## config.mk

```make
export PLATFORM = sky130hd
export DESIGN_NAME = execute_stage
export DESIGN_NICKNAME = d
export VERILOG_FILES = /design/src/rtl/execute_stage_pkg.sv /design/src/rtl/execute_muldiv.sv /design/src/rtl/execute_stage.sv
export SDC_FILE = /design/constraint.sdc
export NUM_CORES = 2
export LEC_CHECK = 0
export CORE_UTILIZATION = 50
export DETAILED_ROUTE_END_ITERATION = 10
export PLACE_DENSITY = 0.76
export SLEW_MARGIN = 5
export SYNTH_ARGS = -nofsm -noshare
export SYNTH_HDL_FRONTEND = slang
export SYNTH_SLANG_ARGS = --single-unit
```

## constraint.sdc

```tcl
create_clock -name clk -period 17.5 [get_ports clk]
set_input_delay 4.375 -clock clk [delete_from_list [all_inputs] [get_ports clk]]
set_output_delay 4.375 -clock clk [all_outputs]
set_load 0.02 [all_outputs]
```

## src/rtl/execute_stage_pkg.sv

```systemverilog
// Shared encodings for the execute stage: ALU selects, branch/MD funct3,
// opcode constants and the MUL/DIV FSM states.
package execute_stage_pkg;

    localparam logic [1:0] SEL_A_VALA = 2'b00;
    localparam logic [1:0] SEL_A_PC   = 2'b01;
    localparam logic [1:0] SEL_A_ZERO = 2'b10;

    localparam logic [1:0] SEL_B_VALB = 2'b00;
    localparam logic [1:0] SEL_B_IMM  = 2'b01;
    localparam logic [1:0] SEL_B_FOUR = 2'b10;

    typedef enum logic [3:0] {
        ALU_ADD  = 4'd0,
        ALU_SUB  = 4'd1,
        ALU_AND  = 4'd2,
        ALU_OR   = 4'd3,
        ALU_XOR  = 4'd4,
        ALU_SLL  = 4'd5,
        ALU_SRL  = 4'd6,
        ALU_SRA  = 4'd7,
        ALU_SLT  = 4'd8,
        ALU_SLTU = 4'd9
    } alu_func_e;

    localparam logic [2:0] F3_BEQ  = 3'b000;
    localparam logic [2:0] F3_BNE  = 3'b001;
    localparam logic [2:0] F3_BLT  = 3'b100;
    localparam logic [2:0] F3_BGE  = 3'b101;
    localparam logic [2:0] F3_BLTU = 3'b110;
    localparam logic [2:0] F3_BGEU = 3'b111;

    localparam logic [2:0] MD_MUL    = 3'b000;
    localparam logic [2:0] MD_MULH   = 3'b001;
    localparam logic [2:0] MD_MULHSU = 3'b010;
    localparam logic [2:0] MD_MULHU  = 3'b011;
    localparam logic [2:0] MD_DIV    = 3'b100;
    localparam logic [2:0] MD_DIVU   = 3'b101;
    localparam logic [2:0] MD_REM    = 3'b110;
    localparam logic [2:0] MD_REMU   = 3'b111;

    localparam logic [6:0] OP_REG     = 7'b0110011;
    localparam logic [6:0] OP_JAL     = 7'b1101111;
    localparam logic [6:0] F7_MULDIV  = 7'b0000001;

    typedef enum logic [1:0] {
        MD_IDLE = 2'd0,
        MD_BUSY = 2'd1,
        MD_DONE = 2'd2
    } md_state_e;

    function automatic logic md_signed_a(input logic [2:0] op);
        return (op == MD_MULH) || (op == MD_MULHSU) ||
               (op == MD_DIV)  || (op == MD_REM);
    endfunction

    function automatic logic md_signed_b(input logic [2:0] op);
        return (op == MD_MULH) || (op == MD_DIV) || (op == MD_REM);
    endfunction

endpackage

```

## src/rtl/execute_muldiv.sv

```systemverilog
// Iterative RV32M unit: shift-add multiply, restoring divide, one bit per
// cycle on operand magnitudes with a sign fix-up on the way out.
module execute_muldiv
    import execute_stage_pkg::*;
#(
    parameter int XLEN      = 32,
    parameter int MD_CYCLES = 32
) (
    input  logic            clk,
    input  logic            rst,
    input  logic            start,
    input  logic [2:0]      op,
    input  logic [XLEN-1:0] a,
    input  logic [XLEN-1:0] b,
    input  logic            kill,
    output logic            busy,
    output logic            done,
    output logic [XLEN-1:0] result
);

    localparam int CW = $clog2(MD_CYCLES);
    localparam logic [CW-1:0] LAST = CW'(MD_CYCLES - 1);

    md_state_e state_q, state_d;
    logic [CW-1:0] cnt;
    logic [XLEN-1:0] hi, lo, dvs;
    logic [2:0] op_q;
    logic neg_q, neg_r;

    logic accept;
    logic sa, sb;
    logic [XLEN-1:0] ma, mb;
    logic [XLEN:0] mul_sum, div_sh, div_df;
    logic div_ge;
    logic [2*XLEN-1:0] prod, prod_fix;

    always_ff @(posedge clk) begin
        if (rst) begin
            state_q <= MD_IDLE;
            cnt     <= '0;
        end else begin
            state_q <= state_d;
            cnt     <= (state_q == MD_BUSY && state_d == MD_BUSY) ?
                       cnt + CW'(1) : '0;
        end
    end

    always_comb begin
        state_d = state_q;
        busy    = 1'b0;
        done    = 1'b0;
        unique case (state_q)
            MD_IDLE: begin
                busy = start && !kill;
                if (start && !kill) state_d = MD_BUSY;
            end
            MD_BUSY: begin
                busy = !kill;
                if (kill)              state_d = MD_IDLE;
                else if (cnt == LAST)  state_d = MD_DONE;
            end
            MD_DONE: begin
                done    = !kill;
                state_d = MD_IDLE;
            end
            default: state_d = MD_IDLE;
        endcase
    end

    assign accept = (state_q == MD_IDLE) && start && !kill;
    assign sa = md_signed_a(op) && a[XLEN-1];
    assign sb = md_signed_b(op) && b[XLEN-1];
    assign ma = sa ? -a : a;
    assign mb = sb ? -b : b;

    assign mul_sum = {1'b0, hi} + (lo[0] ? {1'b0, dvs} : '0);
    assign div_sh  = {hi, lo[XLEN-1]};
    assign div_ge  = div_sh >= {1'b0, dvs};
    assign div_df  = div_sh - {1'b0, dvs};

    // lo carries the multiplier / dividend and shifts out as hi fills up
    always_ff @(posedge clk) begin
        if (rst) begin
            hi    <= '0;
            lo    <= '0;
            dvs   <= '0;
            op_q  <= '0;
            neg_q <= 1'b0;
            neg_r <= 1'b0;
        end else if (accept) begin
            hi    <= '0;
            op_q  <= op;
            neg_r <= sa;
            if (op[2]) begin
                lo    <= ma;
                dvs   <= mb;
                neg_q <= (sa ^ sb) && (b != '0);
            end else begin
                lo    <= mb;
                dvs   <= ma;
                neg_q <= sa ^ sb;
            end
        end else if (state_q == MD_BUSY) begin
            if (op_q[2]) begin
                hi <= div_ge ? div_df[XLEN-1:0] : div_sh[XLEN-1:0];
                lo <= {lo[XLEN-2:0], div_ge};
            end else begin
                hi <= mul_sum[XLEN:1];
                lo <= {mul_sum[0], lo[XLEN-1:1]};
            end
        end
    end

    assign prod     = {hi, lo};
    assign prod_fix = neg_q ? -prod : prod;

    always_comb begin
        result = '0;
        unique case (op_q)
            MD_MUL:                      result = prod_fix[XLEN-1:0];
            MD_MULH, MD_MULHSU, MD_MULHU: result = prod_fix[2*XLEN-1:XLEN];
            MD_DIV, MD_DIVU:             result = neg_q ? -lo : lo;
            MD_REM, MD_REMU:             result = neg_r ? -hi : hi;
            default:                     result = '0;
        endcase
    end

endmodule

```

## src/rtl/execute_stage.sv

```systemverilog
// Execute stage: ALU, branch resolution and RV32M dispatch.
// EXECUTE_FAST_MUL_EN: single-cycle multiplier; only div/rem iterate.
module execute_stage
    import execute_stage_pkg::*;
#(
    parameter int XLEN      = 32,
    parameter int MD_CYCLES = 32
) (
    input  logic            clk,
    input  logic            rst,
    input  logic [XLEN-1:0] regE_i_valA,
    input  logic [XLEN-1:0] regE_i_valB,
    input  logic [XLEN-1:0] regE_i_imm,
    input  logic [1:0]      regE_i_alu_valA_sel,
    input  logic [1:0]      regE_i_alu_valB_sel,
    input  logic [3:0]      regE_i_alu_func_sel,
    input  logic            regE_i_need_jump,
    input  logic            regE_i_is_jalr,
    input  logic [31:0]     regE_i_instr,
    input  logic [XLEN-1:0] regE_i_pc,
    input  logic [XLEN-1:0] regE_i_pre_pc,
    input  logic            regE_i_commit,
    input  logic            ctrl_i_kill,
    output logic [XLEN-1:0] execute_o_valE,
    output logic            execute_o_stall,
    output logic            execute_o_redirect,
    output logic [XLEN-1:0] execute_o_redirect_pc
);

    logic [6:0] opcode, funct7;
    logic [2:0] funct3;
    logic [XLEN-1:0] op_a, op_b, alu_res;
    logic [4:0] shamt;
    logic cond, taken;
    logic [XLEN-1:0] jalr_sum, target, actual_pc;
    logic md_op, md_start, md_busy, md_done;
    logic [XLEN-1:0] md_result, base_val;
    logic unused_bits;

    assign opcode = regE_i_instr[6:0];
    assign funct3 = regE_i_instr[14:12];
    assign funct7 = regE_i_instr[31:25];
    assign unused_bits = ^{regE_i_instr[24:15], regE_i_instr[11:7]};

    always_comb begin
        op_a = '0;
        unique case (regE_i_alu_valA_sel)
            SEL_A_VALA: op_a = regE_i_valA;
            SEL_A_PC:   op_a = regE_i_pc;
            default:    op_a = '0;
        endcase
    end

    always_comb begin
        op_b = '0;
        unique case (regE_i_alu_valB_sel)
            SEL_B_VALB: op_b = regE_i_valB;
            SEL_B_IMM:  op_b = regE_i_imm;
            SEL_B_FOUR: op_b = XLEN'(4);
            default:    op_b = '0;
        endcase
    end

    assign shamt = op_b[4:0];

    always_comb begin
        alu_res = '0;
        unique case (regE_i_alu_func_sel)
            ALU_ADD:  alu_res = op_a + op_b;
            ALU_SUB:  alu_res = op_a - op_b;
            ALU_AND:  alu_res = op_a & op_b;
            ALU_OR:   alu_res = op_a | op_b;
            ALU_XOR:  alu_res = op_a ^ op_b;
            ALU_SLL:  alu_res = op_a << shamt;
            ALU_SRL:  alu_res = op_a >> shamt;
            ALU_SRA:  alu_res = $signed(op_a) >>> shamt;
            ALU_SLT:  alu_res = XLEN'($signed(op_a) < $signed(op_b));
            ALU_SLTU: alu_res = XLEN'(op_a < op_b);
            default:  alu_res = '0;
        endcase
    end

    always_comb begin
        cond = 1'b0;
        unique case (funct3)
            F3_BEQ:  cond = regE_i_valA == regE_i_valB;
            F3_BNE:  cond = regE_i_valA != regE_i_valB;
            F3_BLT:  cond = $signed(regE_i_valA) <  $signed(regE_i_valB);
            F3_BGE:  cond = $signed(regE_i_valA) >= $signed(regE_i_valB);
            F3_BLTU: cond = regE_i_valA <  regE_i_valB;
            F3_BGEU: cond = regE_i_valA >= regE_i_valB;
            default: cond = 1'b0;
        endcase
    end

    assign taken     = (opcode == OP_JAL) || regE_i_is_jalr || cond;
    assign jalr_sum  = regE_i_valA + regE_i_imm;
    assign target    = regE_i_is_jalr ? {jalr_sum[XLEN-1:1], 1'b0}
                                      : regE_i_pc + regE_i_imm;
    assign actual_pc = taken ? target : regE_i_pc + XLEN'(4);

    assign md_op = regE_i_commit && (opcode == OP_REG) &&
                   (funct7 == F7_MULDIV);

`ifdef EXECUTE_FAST_MUL_EN
    logic signed [XLEN:0] fa, fb;
    logic signed [2*XLEN+1:0] fp;
    logic unused_fast;

    assign md_start = md_op && funct3[2];
    assign fa = {md_signed_a(funct3) && regE_i_valA[XLEN-1], regE_i_valA};
    assign fb = {md_signed_b(funct3) && regE_i_valB[XLEN-1], regE_i_valB};
    assign fp = fa * fb;
    assign unused_fast = ^fp[2*XLEN+1:2*XLEN];
    assign base_val = (md_op && !funct3[2]) ?
                      ((funct3 == MD_MUL) ? fp[XLEN-1:0] : fp[2*XLEN-1:XLEN]) :
                      alu_res;
`else
    assign md_start = md_op;
    assign base_val = alu_res;
`endif

    execute_muldiv #(
        .XLEN      (XLEN),
        .MD_CYCLES (MD_CYCLES)
    ) u_muldiv (
        .clk    (clk),
        .rst    (rst),
        .start  (md_start),
        .op     (funct3),
        .a      (regE_i_valA),
        .b      (regE_i_valB),
        .kill   (ctrl_i_kill),
        .busy   (md_busy),
        .done   (md_done),
        .result (md_result)
    );

    assign execute_o_valE        = md_done ? md_result : base_val;
    assign execute_o_stall       = md_busy;
    assign execute_o_redirect_pc = actual_pc;
    assign execute_o_redirect    = regE_i_commit && regE_i_need_jump &&
                                   (actual_pc != regE_i_pre_pc) &&
                                   !md_busy && !md_done;

endmodule

```

* After elaboration in Yosys (flattened, before gate mapping) *
Index checks and enable logic that the tools add are counted.
W data, S select, Z words.

cells by class
  add/sub/neg operators = 13
  $mul = 0
  div/mod/pow operators = 0
  order comparisons = 7
  equal/unequal tests = 35
  shift-type cells = 3
  muxes and demuxes = 28
  bitwise logic cells = 5
  reductions and logical operators = 36

operators with widths
  operator                 count
  $mux W32                 15
  $pmux W32 S10            1
  $lt A32 B32 Y1           4
  $neg A32 Y32             4
  $pmux W32 S4             1
  $add A32 B32 Y32         3
  $pmux W32 S3             1
  $ge A32 B32 Y1           2
  $mux W64                 1
  $ne A32 B32 Y1           2
  $neg A64 Y64             1
  $pmux W32 S2             1
  $sub A32 B32 Y32         2
  $add A32 B32 Y33         1
  $ge A33 B32 Y1           1
  $add A32 B3 Y32 const B  1
  $and A32 B32 Y32         1
  $eq A32 B32 Y1           1
  $or A32 B32 Y32          1
  $reduce_bool A32 Y1      1
  $shl A32 B5 Y32          1
  $shr A32 B5 Y32          1
  $sshr A32 B5 Y32         1
  $xor A32 B32 Y32         1
  other kinds (30)         78

word-level totals
  register bits = 108
  latch bits = 0
  RAM bits = 0
  ROM bits = 0
  output and inout port bits = 66
  memories kept = 0

* Logic depth before layout (Yosys ltp) *
  depth after elaboration = 10
  gate-level depth with buffers = 22

* Hierarchy *
Synthesis repeated with hierarchy kept, for this count alone.

unflattened totals
  cells, all modules = 4285
  area total of the unflattened synthesis = 28264.6 sq um

by module, submodules not included
  module          instances  cells an instance  area each (sq um)  seq. area each (sq um)
  execute_stage   1          2371               15127.0            0.0
  execute_muldiv  1          1914               13137.6            2162.1

* Worst setup path before layout *
No wires, ideal clock.

  path type = input to output
  start point = input regE_i_alu_valA_sel[0]
  end point = output execute_o_valE[27]
  arrival time = 9.377 ns
  required time = 13.125 ns
  slack = 3.748 ns
  cell stages on the path = 20
  path buffers = 4
  cells stage by stage = clkbuf_1 > buf_1 > clkbuf_1 > mux2i_1 > nor2_1 > inv_1 > ha_1 > clkbuf_1 > o21ai_0 > a211oi_1 > o31ai_1 > o211a_1 > o31ai_1 > a21oi_1 > o21ai_0 > a21o_1 > a21oi_1 > o21ai_0 > a221oi_2 > a211oi_1

on the way
  word-level cells in the longest chain between the ends = 5
  elaborated cells between the ends (all ways) = 13

ends and longest elaborated chain
  what                                                     line                  RTL
  start, declared                                          execute_stage.sv:14   input logic [1:0] regE_i_alu_valA_sel,
  $eq A2 B1 Y1 / $logic_not A2 Y1 (equally long branches)  execute_stage.sv:47   unique case (regE_i_alu_valA_sel)
  $pmux W32 S2 *                                           execute_stage.sv:47
  $sub A32 B32 Y32 (tied with other cells)                 execute_stage.sv:70   ALU_SUB: alu_res = op_a - op_b;
  $pmux W32 S10 *                                          execute_stage.sv:68   unique case (regE_i_alu_func_sel)
  $mux W32 *                                               execute_stage.sv:139  assign execute_o_valE = md_done ? md_result : base_val;
  end, declared                                            execute_stage.sv:24   output logic [XLEN-1:0] execute_o_valE,

Every way passes the cells marked *; elsewhere a longest branch is shown, timed or not.

* Worst setup path in the final report *
  start point = input regE_i_alu_valB_sel[0]
  end point = output execute_o_valE[29]

on the way
  word-level cells in the longest chain between the ends = 5
  elaborated cells between the ends (all ways) = 14

ends and longest elaborated chain
  what                                      line                  RTL
  start, declared                           execute_stage.sv:15   input logic [1:0] regE_i_alu_valB_sel,
  $eq A2 B2 Y1 (tied with other cells)      execute_stage.sv:56   unique case (regE_i_alu_valB_sel)
  $pmux W32 S3 *                            execute_stage.sv:56
  $sub A32 B32 Y32 (tied with other cells)  execute_stage.sv:70
  $pmux W32 S10 *                           execute_stage.sv:68
  $mux W32 *                                execute_stage.sv:139

Marks and branches as above.

==> flow_metrics.tcl <==
set metrics [dict create \
    ys.flop_type "dfxtp_1" \
    yosysTopAreaCell "ha_1" \
    synthArstFlopShare_pct 0 \
    postSynthAreaPerCell_um2 6.50 \
    cts_buffer_depth 2 \
    routed_wl_um 126000 \
    crit_path_max_fanout 33 \
    grt_max_degree 104 \
    postCtsHoldBufs 0 \
    critPathArrivalTime_ns 11.71 \
    outcome "completed" \
    drcViolationCount 0 \
    ant_nets 0 \
    num_rows 86 \
    cts_buffers 9 \
    fin_skew_ns 0.0170 \
    synth_area_leaders "ha_1, a21oi_1, dfxtp_1" \
    period_needed_ns 16.08 \
    grt_pass1_vias 30601 \
    rsz0062_at_grt "false" \
    max-slew-margin-rel_pct 12.7 \
    power_density_nw_per_um2 42.5 \
    syn2layout_area_growth_pct 11.2 \
    power_frac_clock_pct 16.3 \
    drive_gt1_share_pct 4.16 \
    via_per_inst 6.68 \
    p_switching_mw 0.658 \
    final_cell_mix "nor2_1, a21oi_1, nand2_1" \
    swShare_pct 49.9 \
    htree_levels 3 \
    ys_types 89 \
    period_share_pct 91.9 \
    post_drt_wl_per_cell_um 24.8 \
    antenna_found_initial 3 \
    core_area_um2 55100 \
    initial_core_util_pct 50.6 \
    ys_warn_count 0 \
    ys_seq_elements 108 \
    post-cts-setup-buffers 0 \
    fin_area_um2 31000 \
    tns_ns 0 \
    numClockSinks 108 \
    cap_viol_max_count 0 \
    die_x_um 238 \
    place_area_um2 30700 \
    drtPass1Iterations 7 \
    report.final.hold_viol_count 0 \
    end_kind "output pin" \
    criticalPathCategory "input port to output pin" \
    synth_edf_count 0 \
    grt_usage_pct 42.7 \
    synthesis.nets 4763 \
    tightest_slew_ns 1.28 \
    dieHeight_um 238 \
    drtIter0Drc 4609 \
    hold_path_class "register to register" \
    vias 33918 \
    routabilityCongestion 1.12 \
    post_cts_resized 0 \
    grt.overflow.total 0 \
    placedCellCount 5059 \
    ir_drop_v 0.0000361 \
    syn_inst 4290 \
    synth_seq_area_share_pct 7.75 \
    p_leak_nw 12.6 \
    layout_setup_ws_ns 1.42 \
    io_pins 272 \
    crit_chain "buf_2 > mux2i_1 > or2_2 > buf_4 > ha_1 > a21oi_1 > o21bai_1 > a2111oi_0 > o211a_1 > o31ai_1 > a21oi_1 > o21ai_0 > a21o_1 > a21oi_1 > o21ai_0 > nand3_1 > o22ai_1 > a31o_2 > clkdlybuf4s50_1" \
    setup_viol 0 \
    clk_pin_slew_ns 0.08 \
    final_cells 5076 \
    required_ns 13.12 \
    netlist.area_leader.share_pct 11.7 \
    max_stage_delay_ns 0.83 \
    nNetsFinal 4795 \
    crit_path_top_delay_cell "o21ai_0" \
    cp_common_cell "a21oi_1" \
    dpl.hpwl_um 101000 \
    dieArea_um2 56800 \
    internal_power_mw 0.661 \
    ctsRootBufferMaster "clkbuf_16" \
    report.final.slew_viol_count 0 \
    clk_latency_ns 0.38 \
    fmax_ghz 0.0622 \
    grt_pass1_wl_um 186000 \
    cts_tree "done" \
    start_kind "input port" \
    mostFrequentLayoutCell "nor2_1" \
    synth_area_um2 27900 \
    p_comb_share_pct 65.1 \
    preCtsSetupSlack_ns 1.94 \
    p_seq_share_pct 18.6 \
    port_buffers 256 \
]
[worst max-delay path: cells and delay by family]
family | cells | cell delay [ns]
mux | 1 | 0.66
compound gates | 12 | 4.25
buf+inv | 3 | 1.74
fa+ha+maj | 1 | 0.25
simple gates | 2 | 0.40
[path summary, 6_finish.rpt]
| path | start | endpoint | slack [ns] | depth (start not counted) |
|---|---|---|---|---|
| worst min-delay path | u_muldiv.cnt[0] | u_muldiv.cnt[0] | 0.45 | 1 |
| worst max-delay path | regE_i_alu_valB_sel[0] | execute_o_valE[29] | 1.42 | 19 |
| worst max register to register | u_muldiv.lo[0] | u_muldiv.hi[31] | 13.01 | 17 |
| worst min register to register | u_muldiv.cnt[0] | u_muldiv.cnt[0] | 0.45 | 1 |
[synth_stat cells, types with 8 or more instances]
master	count
nor2_1	559
a21oi_1	436
nand2_1	411
o21ai_0	331
ha_1	261
clkbuf_1	240
inv_1	213
xnor2_1	174
mux2i_1	162
xor2_1	121
dfxtp_1	108
nor3_1	98
a211oi_1	93
o211ai_1	85
nand3_1	83
a21o_1	80
o22ai_1	58
or2_2	51
nor4_1	42
o31ai_1	40
a31oi_1	38
buf_1	38
o21bai_1	38
nand2b_1	36
o221ai_1	35
a221oi_1	33
nand4_1	33
nor2b_1	29
and2_1	27
a22oi_1	26
or3_1	26
and3_1	22
a2111oi_0	18
a221o_1	18
o21a_1	16
a311oi_1	15
o41ai_1	15
or4_1	15
mux2_2	14
and4_1	13
a21boi_0	8
[per-layer routing]
layer	GRT usage (%)	share of wire [%]
met4	28.8	7.7
met5	0	0.019
met3	9.75	12
met2	63.8	41
met1	54.3	39
[registers in the layout, indices dropped and copies added (netlist names)]
register,cells
u_muldiv.dvs,32
u_muldiv.neg_r,1
u_muldiv.state_q,2
u_muldiv.neg_q,1
u_muldiv.hi,32
u_muldiv.cnt,5
u_muldiv.op_q,3
u_muldiv.lo,32
[cell type report]
class,instances,area [µm²]
antenna,1,2.50
clock buffer,10,239
clock inverter,6,57.6
fill,5616,24100
inverter,216,811
multi-input combinational,3681,23900
sequential,108,2170
tap,748,936
timing repair buffer,306,2920
[cells by family (layout without fill, tap and decap cells)]
kind of cell | Yosys count | count (layout) | synth area share, %
AND/OR/NAND/NOR | 1475 | 1475 | 24.0
buffers and inverters | 501 | 538 | 6.82
AO/OA/AOI/OAI | 1466 | 1466 | 33.5
flip-flops | 108 | 108 | 7.75
other | 0 | 1 | 0
XOR/XNOR | 297 | 297 | 9.43
adder cells (fa/ha/maj) | 267 | 267 | 12.1
multiplexers | 176 | 176 | 6.38
[metrics by stage]
| step | hold WS (ns) | util, % | power, mW |
|---|---|---|---|
| 6_report | 0.450 | 56.3 | 1.32 |
| 3_5_place_dp | 0.444 | 55.8 | 1.07 |
| 5_1_grt | 0.484 | 56.3 | 1.37 |
| 4_1_cts | 0.455 | 56.3 | 1.28 |
| 2_1_floorplan | 0.418 | - | 0.760 |
| 3_3_place_gp | 0.430 | 55.8 | 1.07 |
[power groups by stage]
| stage | Combinational (mW) | Clock (mW) | Sequential (mW) |
|---|---|---|---|
| after CTS | 0.823 | 0.214 | 0.245 |
| after global placement | 0.817 | 0 | 0.251 |
| after detailed placement | 0.818 | 0 | 0.251 |
| final | 0.858 | 0.215 | 0.245 |
| after floorplan | 0.509 | 0 | 0.251 |
| after global routing | 0.903 | 0.224 | 0.245 |
(Power assumes the default switching activity.)
